==> src/rtl/l4_mac_sched_pkg.sv <==
`default_nettype none
// ============================================================================
// Module      : helper (package)
// Description : Shared types and constants for the L4 MAC job scheduler.
//               sched_state_e   - scheduler FSM states.
//               SCHED_RES_DEPTH - entries in the result buffer.
// Revision    : 1.0 - initial release
// ============================================================================
package helper;

    typedef enum logic [0:0] {
        S_IDLE = 1'b0,
        S_RUN  = 1'b1
    } sched_state_e;

    localparam int SCHED_RES_DEPTH = 2;

endpackage
`default_nettype wire

==> src/rtl/l4_mac_sched_res_fifo.sv <==
`default_nettype none
// ============================================================================
// Module      : sched_res_fifo
// Description : Small shift-register FIFO for scheduler results. The head
//               entry is always slot 0, so pop_data comes straight from a
//               register.
// Ports       : clk, rst         - clock, synchronous active-high reset
//               push, push_data  - write one entry (ignored when full)
//               pop              - discard head entry (ignored when empty)
//               pop_data         - head entry (registered)
//               full, empty      - occupancy flags
// Revision    : 1.0 - initial release
// ============================================================================
module sched_res_fifo
    import helper::*;
#(
    parameter int DEPTH = SCHED_RES_DEPTH,
    parameter int WIDTH = 32
) (
    input  logic             clk,
    input  logic             rst,
    input  logic             push,
    input  logic [WIDTH-1:0] push_data,
    input  logic             pop,
    output logic [WIDTH-1:0] pop_data,
    output logic             full,
    output logic             empty
);

    localparam int c_CNT_W = $clog2(DEPTH + 1);

    logic [DEPTH-1:0][WIDTH-1:0] r_mem;
    logic [DEPTH-1:0][WIDTH-1:0] w_up;
    logic [c_CNT_W-1:0]          r_cnt;
    logic [c_CNT_W-1:0]          w_wr_idx;
    logic                        w_push;
    logic                        w_pop;

    assign empty    = (r_cnt == '0);
    assign full     = (r_cnt == c_CNT_W'(DEPTH));
    assign w_pop    = pop && !empty;
    assign w_push   = push && !full;
    // A simultaneous pop shifts everything down, so the new entry lands one
    // slot lower than the current fill level.
    assign w_wr_idx = r_cnt - c_CNT_W'(w_pop);
    assign w_up     = r_mem >> WIDTH;
    assign pop_data = r_mem[0];

    always_ff @(posedge clk) begin
        if (rst) begin
            r_mem <= '0;
            r_cnt <= '0;
        end else begin
            for (int i = 0; i < DEPTH; i++) begin
                if (w_push && (w_wr_idx == c_CNT_W'(i))) begin
                    r_mem[i] <= push_data;
                end else if (w_pop) begin
                    r_mem[i] <= w_up[i];
                end
            end
            r_cnt <= r_cnt + c_CNT_W'(w_push) - c_CNT_W'(w_pop);
        end
    end

endmodule
`default_nettype wire

==> src/rtl/l4_mac_sched.sv <==
`default_nettype none
// ============================================================================
// Module      : l4_mac_sched
// Description : Job scheduler for the registered L4 MAC wrapper. Accepts job
//               descriptors, gates operand beats into the MAC, restarts
//               accumulation on each job's first beat, captures z when the
//               last beat has been accumulated and returns results through
//               a 2-entry valid/ready buffer.
// Ports       : cfg_valid/cfg_ready/cfg_prec/cfg_len - job descriptor
//               op_valid/op_ready                    - operand beat handshake
//               mac_op_zero/mac_accum_en/mac_prec    - MAC control
//               z                                    - MAC result
//               res_valid/res_ready/res_data         - result stream
//               busy                                 - issuing or capture pending
//               stat_beats/stat_stalls               - only with L4_SCHED_STATS_EN
// Config      : `define L4_SCHED_STATS_EN adds saturating beat/stall counters.
// Revision    : 1.0 - initial release
// ============================================================================
module l4_mac_sched
    import helper::*;
#(
    parameter int LEN_W    = 16,
    parameter int Z_WIDTH  = 32,
    parameter int PIPE_LAT = 2,
    parameter int PREC_DLY = 1
) (
    input  logic               clk,
    input  logic               rst,
    input  logic               cfg_valid,
    output logic               cfg_ready,
    input  logic [3:0]         cfg_prec,
    input  logic [LEN_W-1:0]   cfg_len,
    input  logic               op_valid,
    output logic               op_ready,
    output logic               mac_op_zero,
    output logic               mac_accum_en,
    output logic [3:0]         mac_prec,
    input  logic [Z_WIDTH-1:0] z,
    output logic               res_valid,
    input  logic               res_ready,
    output logic [Z_WIDTH-1:0] res_data,
    output logic               busy
`ifdef L4_SCHED_STATS_EN
    ,
    output logic [31:0]        stat_beats,
    output logic [31:0]        stat_stalls
`endif
);

    sched_state_e        r_state;
    sched_state_e        w_state_nxt;
    logic [1:0]          r_credits;
    logic [LEN_W-1:0]    r_beat_cnt;
    logic [3:0]          r_job_prec;
    logic                r_first;
    logic [PIPE_LAT-1:0] r_tok;
    logic [3:0]          r_mac_prec;
    logic                w_accept;
    logic                w_issue;
    logic                w_first_issue;
    logic                w_issue_last;
    logic                w_capture;
    logic                w_pop;
    logic                w_fifo_full;
    logic                w_fifo_empty;
    logic                w_prec_load;
    logic [3:0]          w_prec_val;

    assign w_accept      = cfg_valid && cfg_ready;
    assign w_issue       = (r_state == S_RUN) && op_valid;
    assign w_first_issue = w_issue && r_first;
    assign w_issue_last  = w_issue && (r_beat_cnt == '0);
    assign w_capture     = r_tok[PIPE_LAT-1];
    assign w_pop         = res_valid && res_ready;

    // ------------------------------------------------------------------
    // FSM: next state and MAC control
    // ------------------------------------------------------------------
    always_comb begin
        w_state_nxt  = r_state;
        cfg_ready    = 1'b0;
        op_ready     = 1'b0;
        mac_op_zero  = 1'b1;
        mac_accum_en = 1'b1;
        case (r_state)
            S_IDLE: begin
                cfg_ready = (r_credits < 2'd2);
                if (cfg_valid && (r_credits < 2'd2)) begin
                    w_state_nxt = S_RUN;
                end
            end
            S_RUN: begin
                op_ready = 1'b1;
                // Stall cycles feed zero with accumulate on, so the
                // accumulator simply holds.
                if (op_valid) begin
                    mac_op_zero  = 1'b0;
                    mac_accum_en = !r_first;
                    if (r_beat_cnt == '0) begin
                        w_state_nxt = S_IDLE;
                    end
                end
            end
            default: w_state_nxt = S_IDLE;
        endcase
    end

    always_ff @(posedge clk) begin
        if (rst) begin
            r_state    <= S_IDLE;
            r_credits  <= 2'd0;
            r_beat_cnt <= '0;
            r_job_prec <= 4'd0;
            r_first    <= 1'b0;
            r_tok      <= '0;
        end else begin
            r_state <= w_state_nxt;
            if (w_accept) begin
                r_beat_cnt <= cfg_len;
                r_job_prec <= cfg_prec;
                r_first    <= 1'b1;
            end else if (w_issue) begin
                r_beat_cnt <= r_beat_cnt - LEN_W'(1);
                r_first    <= 1'b0;
            end
            // Last-beat token travels the MAC latency before capture.
            r_tok <= PIPE_LAT'({r_tok, w_issue_last});
            case ({w_accept, w_pop})
                2'b10:   r_credits <= r_credits + 2'd1;
                2'b01:   r_credits <= r_credits - 2'd1;
                default: r_credits <= r_credits;
            endcase
        end
    end

    // ------------------------------------------------------------------
    // Precision switch, delayed from the job's first beat. The precision
    // travels with the delay so a following descriptor cannot overwrite it.
    // ------------------------------------------------------------------
    if (PREC_DLY <= 1) begin : g_prec_direct
        assign w_prec_load = w_first_issue;
        assign w_prec_val  = r_job_prec;
    end else begin : g_prec_pipe
        localparam int c_PD = PREC_DLY - 1;
        logic [c_PD-1:0]      r_pv;
        logic [c_PD-1:0][3:0] r_pp;

        always_ff @(posedge clk) begin
            if (rst) begin
                r_pv <= '0;
                r_pp <= '0;
            end else begin
                for (int i = c_PD - 1; i > 0; i--) begin
                    r_pv[i] <= r_pv[i-1];
                    r_pp[i] <= r_pp[i-1];
                end
                r_pv[0] <= w_first_issue;
                r_pp[0] <= r_job_prec;
            end
        end

        assign w_prec_load = r_pv[c_PD-1];
        assign w_prec_val  = r_pp[c_PD-1];
    end

    always_ff @(posedge clk) begin
        if (rst) begin
            r_mac_prec <= 4'd0;
        end else if (w_prec_load) begin
            r_mac_prec <= w_prec_val;
        end
    end

    assign mac_prec = r_mac_prec;
    assign busy     = (r_state == S_RUN) || (|r_tok);
    assign res_valid = !w_fifo_empty;

    // ------------------------------------------------------------------
    // Result buffer
    // ------------------------------------------------------------------
    sched_res_fifo #(
        .DEPTH (SCHED_RES_DEPTH),
        .WIDTH (Z_WIDTH)
    ) u_res_fifo (
        .clk       (clk),
        .rst       (rst),
        .push      (w_capture),
        .push_data (z),
        .pop       (w_pop),
        .pop_data  (res_data),
        .full      (w_fifo_full),
        .empty     (w_fifo_empty)
    );

    // Credits bound outstanding jobs to the buffer depth, so a capture
    // into a full buffer means the credit logic is broken.
    always_ff @(posedge clk) begin
        if (!rst && w_capture) begin
            assert (!w_fifo_full);
        end
    end

`ifdef L4_SCHED_STATS_EN
    logic [31:0] r_stat_beats;
    logic [31:0] r_stat_stalls;

    always_ff @(posedge clk) begin
        if (rst) begin
            r_stat_beats  <= '0;
            r_stat_stalls <= '0;
        end else begin
            if (w_issue && (r_stat_beats != '1)) begin
                r_stat_beats <= r_stat_beats + 32'd1;
            end
            if ((r_state == S_RUN) && !op_valid && (r_stat_stalls != '1)) begin
                r_stat_stalls <= r_stat_stalls + 32'd1;
            end
        end
    end

    assign stat_beats  = r_stat_beats;
    assign stat_stalls = r_stat_stalls;
`endif

endmodule
`default_nettype wire

==> config.mk <==
export PLATFORM = sky130hd
export DESIGN_NAME = l4_mac_sched
export DESIGN_NICKNAME = d
export VERILOG_FILES = /design/src/rtl/l4_mac_sched_pkg.sv /design/src/rtl/l4_mac_sched_res_fifo.sv /design/src/rtl/l4_mac_sched.sv
export SDC_FILE = /design/constraint.sdc
export NUM_CORES = 1
export LEC_CHECK = 0
export ABC_AREA = 1
export BUFFER_PORTS_ARGS = -buffer_cell sky130_fd_sc_hd__buf_2
export CAP_MARGIN = 20
export CORE_AREA = 2 2 122 124
export CTS_CLUSTER_DIAMETER = 40
export DETAILED_ROUTE_END_ITERATION = 10
export DIE_AREA = 0 0 124 126
export GPL_TIMING_DRIVEN = 0
export PLACE_DENSITY = 0.66
export SYNTH_ARGS = -nofsm -noshare
export SYNTH_HDL_FRONTEND = slang
export SYNTH_SLANG_ARGS = --single-unit
==> constraint.sdc <==
create_clock -name clk -period 2.1 [get_ports clk]
set_input_delay 0.42 -clock clk [delete_from_list [all_inputs] [get_ports clk]]
set_output_delay 0.42 -clock clk [all_outputs]
set_load 0.02 [all_outputs]
==> results of run 1 <==
==> final cells by class <==
type                            instances  share of cell area [%]
Timing Repair Buffer                  108                    9.90
Clock buffer                           13                    4.24
Sequential cell                        96                    31.4
Inverter                               87                    5.57
Buffer                                 72                    8.31
Tap cell                              184                    3.76
Clock inverter                          2                   0.633
Multi-Input combinational cell        443                    36.2
==> flip-flops by register name (all words and copies together) (netlist names), 2 cells and up <==
| name | count |
|---|---|
| mac_prec | 4 |
| r_beat_cnt | 16 |
| r_credits | 2 |
| r_job_prec | 4 |
| r_tok | 2 |
| u_res_fifo.pop_data | 32 |
| u_res_fifo.r_cnt | 2 |
| u_res_fifo.r_mem | 32 |
==> report_power, final <==
group          internal [mW]  switching [mW]
Combinational          0.644            1.14
Sequential              1.94           0.101
Clock                  0.986           0.699
==> timing repair <==
item | 4_1_cts | 5_1_grt
buffers inserted | 7 | 2
cloned | 0 | 2
endpoints found under the setup margin | 67 | 19
pin swaps | 2 | 4
hold endpoints to repair | 0 | 0
gates resized for setup | 11 | 10
==> layer usage <==
layer  vias to the layer above  wire length [um]  global-route usage, %
li1                       2469                 -                      -
met1                      2082              6080                   22.6
met2                       162              6010                   27.4
met3                        17               806                   2.99
met4                         0               230                   6.28
met5                         -                 0                      0
==> through the flow <==
stage               std cells  hold slack [ns]
floorplan                 700            0.410
global placement          981            0.429
detailed placement        981            0.426
CTS                      1001            0.314
global route             1005            0.329
finish                   1005            0.326
==> cell families (layout without fill, tap and decap cells) <==
kind of cell,count (synthesis),after routing,synth area share [%]
AO/OA/AOI/OAI,136,136,16.2
XOR/XNOR,2,2,0.513
adder cells (fa/ha/maj),4,4,1.02
buffers and inverters,161,282,16.3
flip-flops,96,96,39.4
AND/OR/NAND/NOR,301,301,26.6
==> worst max-delay path by stage <==
stage | start | endpoint | cells after the start
global route | u_res_fifo.r_cnt[1]$_SDFF_PP0_ | u_res_fifo.r_mem[42]$_SDFFE_PP0P_ | 12
detailed placement | u_res_fifo.r_cnt[1]$_SDFF_PP0_ | u_res_fifo.r_mem[47]$_SDFFE_PP0P_ | 13
global placement | u_res_fifo.r_cnt[1]$_SDFF_PP0_ | u_res_fifo.r_mem[45]$_SDFFE_PP0P_ | 13
finish | u_res_fifo.r_cnt[1]$_SDFF_PP0_ | u_res_fifo.r_mem[42]$_SDFFE_PP0P_ | 12
floorplan | u_res_fifo.r_cnt[1]$_SDFF_PP0_ | u_res_fifo.r_mem[38]$_SDFFE_PP0P_ | 13
CTS | u_res_fifo.r_cnt[1]$_SDFF_PP0_ | u_res_fifo.r_mem[47]$_SDFFE_PP0P_ | 12
==> worst min-delay path, stage by stage <==
cell,delay [ns]
buf_2,0.09
nor3_1,0.05
nor2_1,0.08
==> layout by cell type (no fill, tap or decap), types with 18 or more instances in the layout <==
| cell type | Yosys | layout |
|---|---|---|
| nor3_1 | 18 | 18 |
| inv_1 | 84 | 84 |
| dfxtp_1 | 96 | 95 |
| nand2_1 | 132 | 132 |
| a21oi_1 | 47 | 47 |
| nand4_1 | 21 | 21 |
| nand3_1 | 41 | 41 |
| clkbuf_1 | 20 | 20 |
| o21ai_0 | 59 | 59 |
| buf_4 | 37 | 46 |
| buf_2 | 10 | 102 |
| nor2_1 | 82 | 82 |
==> flow_summary.yaml, run 1 <==
finish:
  final-seq-area_um2: 1930
  antenna_cells: 0
  fillCellCount: 1530
  multi_input_area_um2: 2220
  finalCoreUtilization_pct: 42.8
  drive_gt1_share_pct: 24.4
  nets: 878
  final_cell_area_um2: 6130
  areaGrowthSynthToFinish_pct: 25.5
global_routing:
  antenna_found_initial: 0
  grt_max_degree: 20
  grt_pass1_wl_um: 20900
  grt_usage_pct: 17.0
  overflow: 0
  grt_pass1_vias: 4319
clocking:
  cts.sinks: 96
  cts_tree: "done"
  cts.path.max_buffers: 2
  path_clk_slew_ns: 0.06
  ctsHoldBuffers: 0
  clock_latency_ns: 0.35
  cts_buffers: 9
  cts_root_buf: "clkbuf_16"
  htreeDepth: 3
drt:
  wl_um: 13100
  wl_per_cell_um: 13.1
  dr.pass1.iters: 4
  postRouteAntennaNets: 0
  routed_via_density: 4.71
  vias: 4730
  drc: 0
  first_iter_violations: 322
logic_synthesis:
  synthTopCellsByArea: "dfxtp_1, nand2_1, inv_1"
  synth_top_area_cell: "dfxtp_1"
  ys_seq_area_share_pct: 39.4
  yosysMostFrequentCell: "nand2_1"
  synthArstFlopShare_pct: 0
  yosysWarnings: 0
  yosysUniqueCellTypes: 32
  yosys_register_bits: 96
  syn_inst: 700
  ys.flop_type: "dfxtp_1"
  synth_common_cells: "nand2_1, dfxtp_1, inv_1, nor2_1, o21ai_0"
  netlist_area_um2: 4880
  synth_area_per_cell_um2: 6.98
  syn_nets: 761
  synth_top_area_share_pct: 39.4
  synth_edf_count: 0
place:
  dpl_cell_area_um2: 5630
  pre_cts_ws_ns: -0.214
  hpwl_um: 9340
  gp_congestion: 0.935
  port_buffers: 97
critical_path:
  cp_slowest_cell: "dfxtp_4"
  required_ns: 2.32
  worstReg2RegEnd: "u_res_fifo.r_mem[42]$_SDFFE_PP0P_"
  endpoint_kind: "register"
  path_buf_inv: 4
  slowest_delay_ns: 0.36
  critPathKind: "reg -> reg"
  rr_startpoint: "u_res_fifo.r_cnt[1]$_SDFF_PP0_"
  crit_family: "simple AND/OR/NAND/NOR gates"
  arrival_ns: 2.28
  startpoint_type: "register"
  path_cells: "or2_4, nand2_4, clkinv_8, ha_4, xnor2_4, buf_6, nand3_4, nand2_4, clkbuf_16, o22ai_2, inv_1, nor2_1"
  path_max_fanout: 7
  r2r_cells: 12
  crit_top_cell: "nand2_4"
  r2r_setup_slack_ns: 0.04
die:
  die-area_um2: 15600
  die_h_um: 126
  start_util_pct: 34.1
  rows: 44
  die_x_um: 124
  core_um2: 14300
  ios: 99
timing:
  skew_ns: 0.00380
  finalCriticalPeriod_ns: 2.06
  drv_slew: 0
  timing.final.crit_share_pct: 98.1
  slew-limit-headroom_pct: 52.9
  setup_viol: 0
  max_slew.worst_pin.slew_ns: 0.707
  hold_viol: 0
  tns_ns: 0
  grt_setup_unrepaired: "true"
  worst_slack_ns: 0.0399
  max_freq_mhz: 485
worst_hold_path:
  holdCritPathClass: "in -> reg"
  hp-start: "z[19]"
  holdPathEnd: "u_res_fifo.pop_data[19]$_SDFFE_PP0P_"
  holdPathStages: 3
run:
  cap_viol_max_count: 0
power:
  power_density_nw_per_um2: 899
  leakagePower_nw: 2.85
  irDropWorstVdd_v: 0.000441
  p_total_mw: 5.51
status:
  outcome: "finished, final reports clean"
No activity file was read; power rests on OpenSTA's default activity.
==> inputs of run 2 (changes only) <==
CELL_PAD_IN_SITES_DETAIL_PLACEMENT = 1   (was not set)
CELL_PAD_IN_SITES_GLOBAL_PLACEMENT = 2   (was not set)
CORE_AREA = 2 2 138 140   (was 2 2 122 124)
DIE_AREA = 0 0 140 142   (was 0 0 124 126)
PLACE_DENSITY = 0.84   (was 0.66)
==> flow_summary.yaml, run 2 (synthesized netlist as in run 1, its figures left out) <==
timing:
  setup_viol: 0
  max_freq_mhz: 485
  drv_slew: 0
  tns_ns: 0
  slew-limit-headroom_pct: 55.0
  max_slew.worst_pin.slew_ns: 0.675
  skew_ns: 0.00480
  timing.final.crit_share_pct: 98.1
  hold_viol: 0
  grt_setup_unrepaired: "true"
  finalCriticalPeriod_ns: 2.06
finish:
  drive_gt1_share_pct: 24.6
  fillCellCount: 2335
  finalCoreUtilization_pct: 33.4
  nets: 879
  areaGrowthSynthToFinish_pct: 26.3
  fin_cells: 1056
  final_cell_mix: "nand2_1, buf_2, dfxtp_1"
  final_common_cell: "nand2_1"
  antenna_cells: 0
power:
  clockPowerShare_pct: 29.8
  intPower_mw: 3.53
  swShare_pct: 36.7
  combPwrFrac_pct: 33.6
  switchingPower_mw: 2.05
  pwr-share-seq_pct: 36.6
  irDropWorstVdd_v: 0.000436
  power_density_nw_per_um2: 905
  leakagePower_nw: 2.84
die:
  ios: 99
  die-area_um2: 19900
  die_x_um: 140
  start_util_pct: 26.5
  core_um2: 18500
  rows: 50
  die_h_um: 142
clocking:
  cts_root_buf: "clkbuf_16"
  htreeDepth: 3
  cts.path.max_buffers: 2
  cts_buffers: 9
  cts.sinks: 96
  path_clk_slew_ns: 0.07
  cts_tree: "done"
  clock_latency_ns: 0.35
  ctsHoldBuffers: 0
place:
  hpwl_um: 11100
  port_buffers: 97
  dpl.cell_count: 1031
  gp_congestion: 0.829
critical_path:
  path_max_fanout: 7
  startpoint_type: "register"
  critPathKind: "reg -> reg"
  endpoint_kind: "register"
  required_ns: 2.32
  arrival_ns: 2.28
global_routing:
  antenna_found_initial: 0
  grt_usage_pct: 15.5
  grt_max_degree: 20
  grt_pass1_wl_um: 24600
  overflow: 0
  grt_pass1_vias: 4837
drt:
  wl_um: 15200
  vias: 4735
  routed_via_density: 4.48
  dr.pass1.iters: 11
  first_iter_violations: 224
  postRouteAntennaNets: 0
  drc: 3
  wl_per_cell_um: 14.4
status:
  violations: "design-rule violations"
  outcome: "complete, but fails checks"
worst_hold_path:
  holdCritPathClass: "in -> reg"
run:
  cap_viol_max_count: 0
[run 2: cell types whose count changed in the layout (fill, tap and decap cells not counted), sizes merged]
cell	delta
buf	+1
clkinvlp	+2
clkinv	+1
clkbuf	-3
[run 2: metrics by stage]
stage	area [um^2]	setup WS (ns)	total power, mW	hold WS, ns
after floorplan	4910	0.00383	3.23	0.410
after global routing	6170	-0.0349	5.95	0.326
after detailed placement	5690	-0.258	3.76	0.440
final	6170	0.0402	5.58	0.329
after CTS	6050	0.0349	5.55	0.323
after global placement	5690	-0.248	3.74	0.434
[run 2: routing by layer]
| layer | wire (um) | global-route usage (%) | part of all wire, % | vias up |
|---|---|---|---|---|
| met5 | 0 | 0 | 0 | - |
| met4 | 199 | 4.20 | 1.3 | 0 |
| met3 | 477 | 2.66 | 3.1 | 13 |
| li1 | - | - | - | 2464 |
| met2 | 7220 | 27.0 | 48 | 77 |
| met1 | 7300 | 19.8 | 48 | 2181 |
[run 2: cell type report]
type / count / area, um^2 / area share [%]
Multi-Input combinational cell: 443 / 2200 / 35.7
Sequential cell: 96 / 1930 / 31.2
Timing Repair Buffer: 110 / 618 / 10.0
Buffer: 71 / 503 / 8.15
Inverter: 87 / 342 / 5.54
Tap cell: 234 / 293 / 4.75
Clock buffer: 10 / 229 / 3.71
Clock inverter: 5 / 58.8 / 0.953
[run 2: worst paths after layout]
| path | start | end | slack, ns | depth (start not counted) |
|---|---|---|---|---|
| setup / recovery | u_res_fifo.r_cnt[1]$_SDFF_PP0_ | u_res_fifo.r_mem[43]$_SDFFE_PP0P_ | 0.04 | 12 |
| hold / removal | z[19] | u_res_fifo.pop_data[19]$_SDFFE_PP0P_ | 0.33 | 3 |
| setup reg to reg | u_res_fifo.r_cnt[1]$_SDFF_PP0_ | u_res_fifo.r_mem[43]$_SDFFE_PP0P_ | 0.04 | 12 |
| hold reg to reg | r_tok[0]$_SDFF_PP0_ | r_tok[1]$_SDFF_PP0_ | 0.44 | 2 |
[run 2: worst max-delay path, stage by stage (launching register included)]
cell and delay, ns:
dfxtp_4 0.37, or2_4 0.26, nand2_4 0.11, clkinv_8 0.05
ha_4 0.17, xnor2_4 0.21, buf_6 0.14, nand3_4 0.14
nand2_4 0.17, clkbuf_16 0.16, o22ai_2 0.05, inv_1 0.06
nor2_1 0.04
[run 2: power by group through the flow]
stage          Clock (mW)  Sequential, mW  Combinational (mW)
2_1_floorplan           0            2.05                1.18
3_3_place_gp            0            2.08                1.66
3_5_place_dp            0            2.08                1.68
4_1_cts              1.71            2.04                1.80
5_1_grt              1.80            2.06                2.10
6_report             1.66            2.04                1.88
[run 2: repair_timing]
action,CTS,global route
pin swaps,1,4
gates resized for setup,9,13
setup buffers,6,5
gates cloned,0,2
endpoints found under the setup margin,67,33
==> inputs of run 3 (changes only) <==
ABC_AREA = 0   (was 1)
CORE_AREA = 2 2 127 129   (was 2 2 138 140)
DIE_AREA = 0 0 129 131   (was 0 0 140 142)
PLACE_DENSITY = 0.76   (was 0.84)
==> flow_summary.yaml, run 3 <==
status:
  outcome: "finished, final reports clean"
global_routing:
  grt_max_degree: 19
  grt_use_met2_pct: 27.4
  top_usage_layer: "met2"
  overflow: 0
  met3_usage_pct: 2.97
  grt_pass1_wl_um: 20700
  grt_usage_pct: 15.8
  grt_pass1_vias: 4056
  antenna_found_initial: 0
  use_met1_pct: 19.6
logic_synthesis:
  synthTopCellsByArea: "dfxtp_1, mux2i_1, a211oi_1"
  netlist_area_um2: 4280
  syn_inst: 494
  syn_nets: 555
  ys.flop_type: "dfxtp_1"
  synthArstFlopShare_pct: 0
  yosysWarnings: 0
  synth_top_area_share_pct: 44.9
  ys_seq_area_share_pct: 44.9
  synth_top_area_cell: "dfxtp_1"
  yosys_register_bits: 96
  yosysUniqueCellTypes: 35
  synth_common_cells: "dfxtp_1, nor2_1, a21oi_1, nand2_1, a211oi_1"
  synth_area_per_cell_um2: 8.66
  synth_edf_count: 0
  yosysMostFrequentCell: "dfxtp_1"
drt:
  dr.pass1.iters: 4
  vias: 3906
  wl_per_cell_um: 15.6
  postRouteAntennaNets: 0
  drc: 0
  first_iter_violations: 123
  wl_um: 13000
  routed_via_density: 4.69
power:
  leakagePower_nw: 2.52
  power_density_nw_per_um2: 795
  p_total_mw: 4.54
  irDropWorstVdd_v: 0.000408
timing:
  worst_slack_ns: 0.0656
  max_slew.worst_pin.slew_ns: 0.711
  skew_ns: 0.00826
  setup_viol: 0
  tns_ns: 0
  grt_setup_unrepaired: "false"
  max_freq_mhz: 492
  slew-limit-headroom_pct: 52.6
  hold_viol: 0
  whs_ns: 0.315
  finalCriticalPeriod_ns: 2.03
  drv_slew: 0
  timing.final.crit_share_pct: 96.9
clocking:
  htreeDepth: 3
  path_clk_slew_ns: 0.06
  cts.path.max_buffers: 2
  cts_tree: "done"
  cts_buffers: 9
  ctsHoldBuffers: 0
  cts_root_buf: "clkbuf_16"
  cts.sinks: 96
  clock_latency_ns: 0.35
die:
  rows: 46
  die_x_um: 129
  start_util_pct: 27.4
  die-area_um2: 16900
  ios: 99
  die_h_um: 131
  core_um2: 15600
finish:
  final_cell_mix: "buf_2, dfxtp_1, nor2_1"
  drive_gt1_share_pct: 35.2
  fin_cells: 832
  antenna_cells: 0
  final_common_cell: "buf_2"
  areaGrowthSynthToFinish_pct: 33.5
  nets: 672
critical_path:
  path_max_fanout: 6
  arrival_ns: 2.31
  crit_top_cell: "or4_4"
  path_cells: "or4_4, or4_4, or4_1, a31oi_1"
  critPathKind: "reg -> reg"
  crit_family: "simple AND/OR/NAND/NOR gates"
  startpoint_type: "register"
  cp_slowest_cell: "or4_4"
  required_ns: 2.37
  slowest_delay_ns: 0.57
  path_buf_inv: 0
  endpoint_kind: "register"
place:
  hpwl_um: 9510
  dpl.cell_count: 807
  pre_cts_ws_ns: -0.817
  port_buffers: 97
  gp_congestion: 0.761
run:
  cap_viol_max_count: 0
worst_hold_path:
  holdCritPathClass: "in -> reg"
## run 3: kinds of logic (layout without fill, tap and decap cells)
group | count (synthesis) | after routing | synth area share, %
AO/OA/AOI/OAI | 102 | 102 | 15.1
XOR/XNOR | 13 | 13 | 2.66
adder cells (fa/ha/maj) | 4 | 4 | 1.17
buffers and inverters | 77 | 199 | 9.83
flip-flops | 96 | 96 | 44.9
multiplexers | 36 | 36 | 8.43
AND/OR/NAND/NOR | 166 | 166 | 17.8
## run 3: power by group
| group | switching [mW] | internal (mW) | leakage (nW) |
|---|---|---|---|
| combinational | 0.563 | 0.404 | 1.60 |
| sequential | 0.0824 | 1.92 | 0.781 |
| clock | 0.703 | 0.871 | 0.137 |
| total | 1.35 | 3.19 | 2.52 |
## run 3: per-stage QoR
step	cell area, um^2	utilization [%]
5_1_grt	5710	36.6
3_3_place_gp	5240	33.6
2_1_floorplan	4480	-
4_1_cts	5610	36.0
6_report	5710	36.6
3_5_place_dp	5240	33.6
## run 3: area by class of cell
type	instances	area (um^2)
clock buffer	14	264
fill	1836	9890
clock inverter	2	13.8
tap	216	270
buffer	67	482
multi-input combinational	321	2120
inverter	7	31.3
sequential	96	1930
timing repair buffer	109	593
## run 3: layer usage
| metal | share of wire (%) | routed length [um] |
|---|---|---|
| met4 | 1.5 | 199 |
| met1 | 46 | 5950 |
| met5 | 0 | 0 |
| met3 | 3.9 | 502 |
| met2 | 49 | 6340 |
## run 3: what timing repair did
action | CTS | global route
gates resized for setup | 20 | 36
endpoints found under the setup margin | 69 | 68
buffers inserted | 8 | 4
pin swaps | 4 | 7
gates cloned | 0 | 1
## run 3: worst paths after layout
check | slack, ns | depth (start not counted) | end | startpoint
min | 0.32 | 3 | r_job_prec[1]$_SDFFE_PP0P_ | cfg_prec[1]
min reg2reg | 0.46 | 1 | r_tok[1]$_SDFF_PP0_ | r_tok[0]$_SDFF_PP0_
max | 0.07 | 4 | r_beat_cnt[15]$_SDFFE_PP0P_ | r_beat_cnt[10]$_SDFFE_PP0P_
max reg2reg | 0.07 | 4 | r_beat_cnt[15]$_SDFFE_PP0P_ | r_beat_cnt[10]$_SDFFE_PP0P_
## run 3: worst reg2reg max path: cells and delay by family, from the launching register on
family,cells,cell delay (ns)
simple gates,3,1.49
compound gates,1,0.13
flops,1,0.35
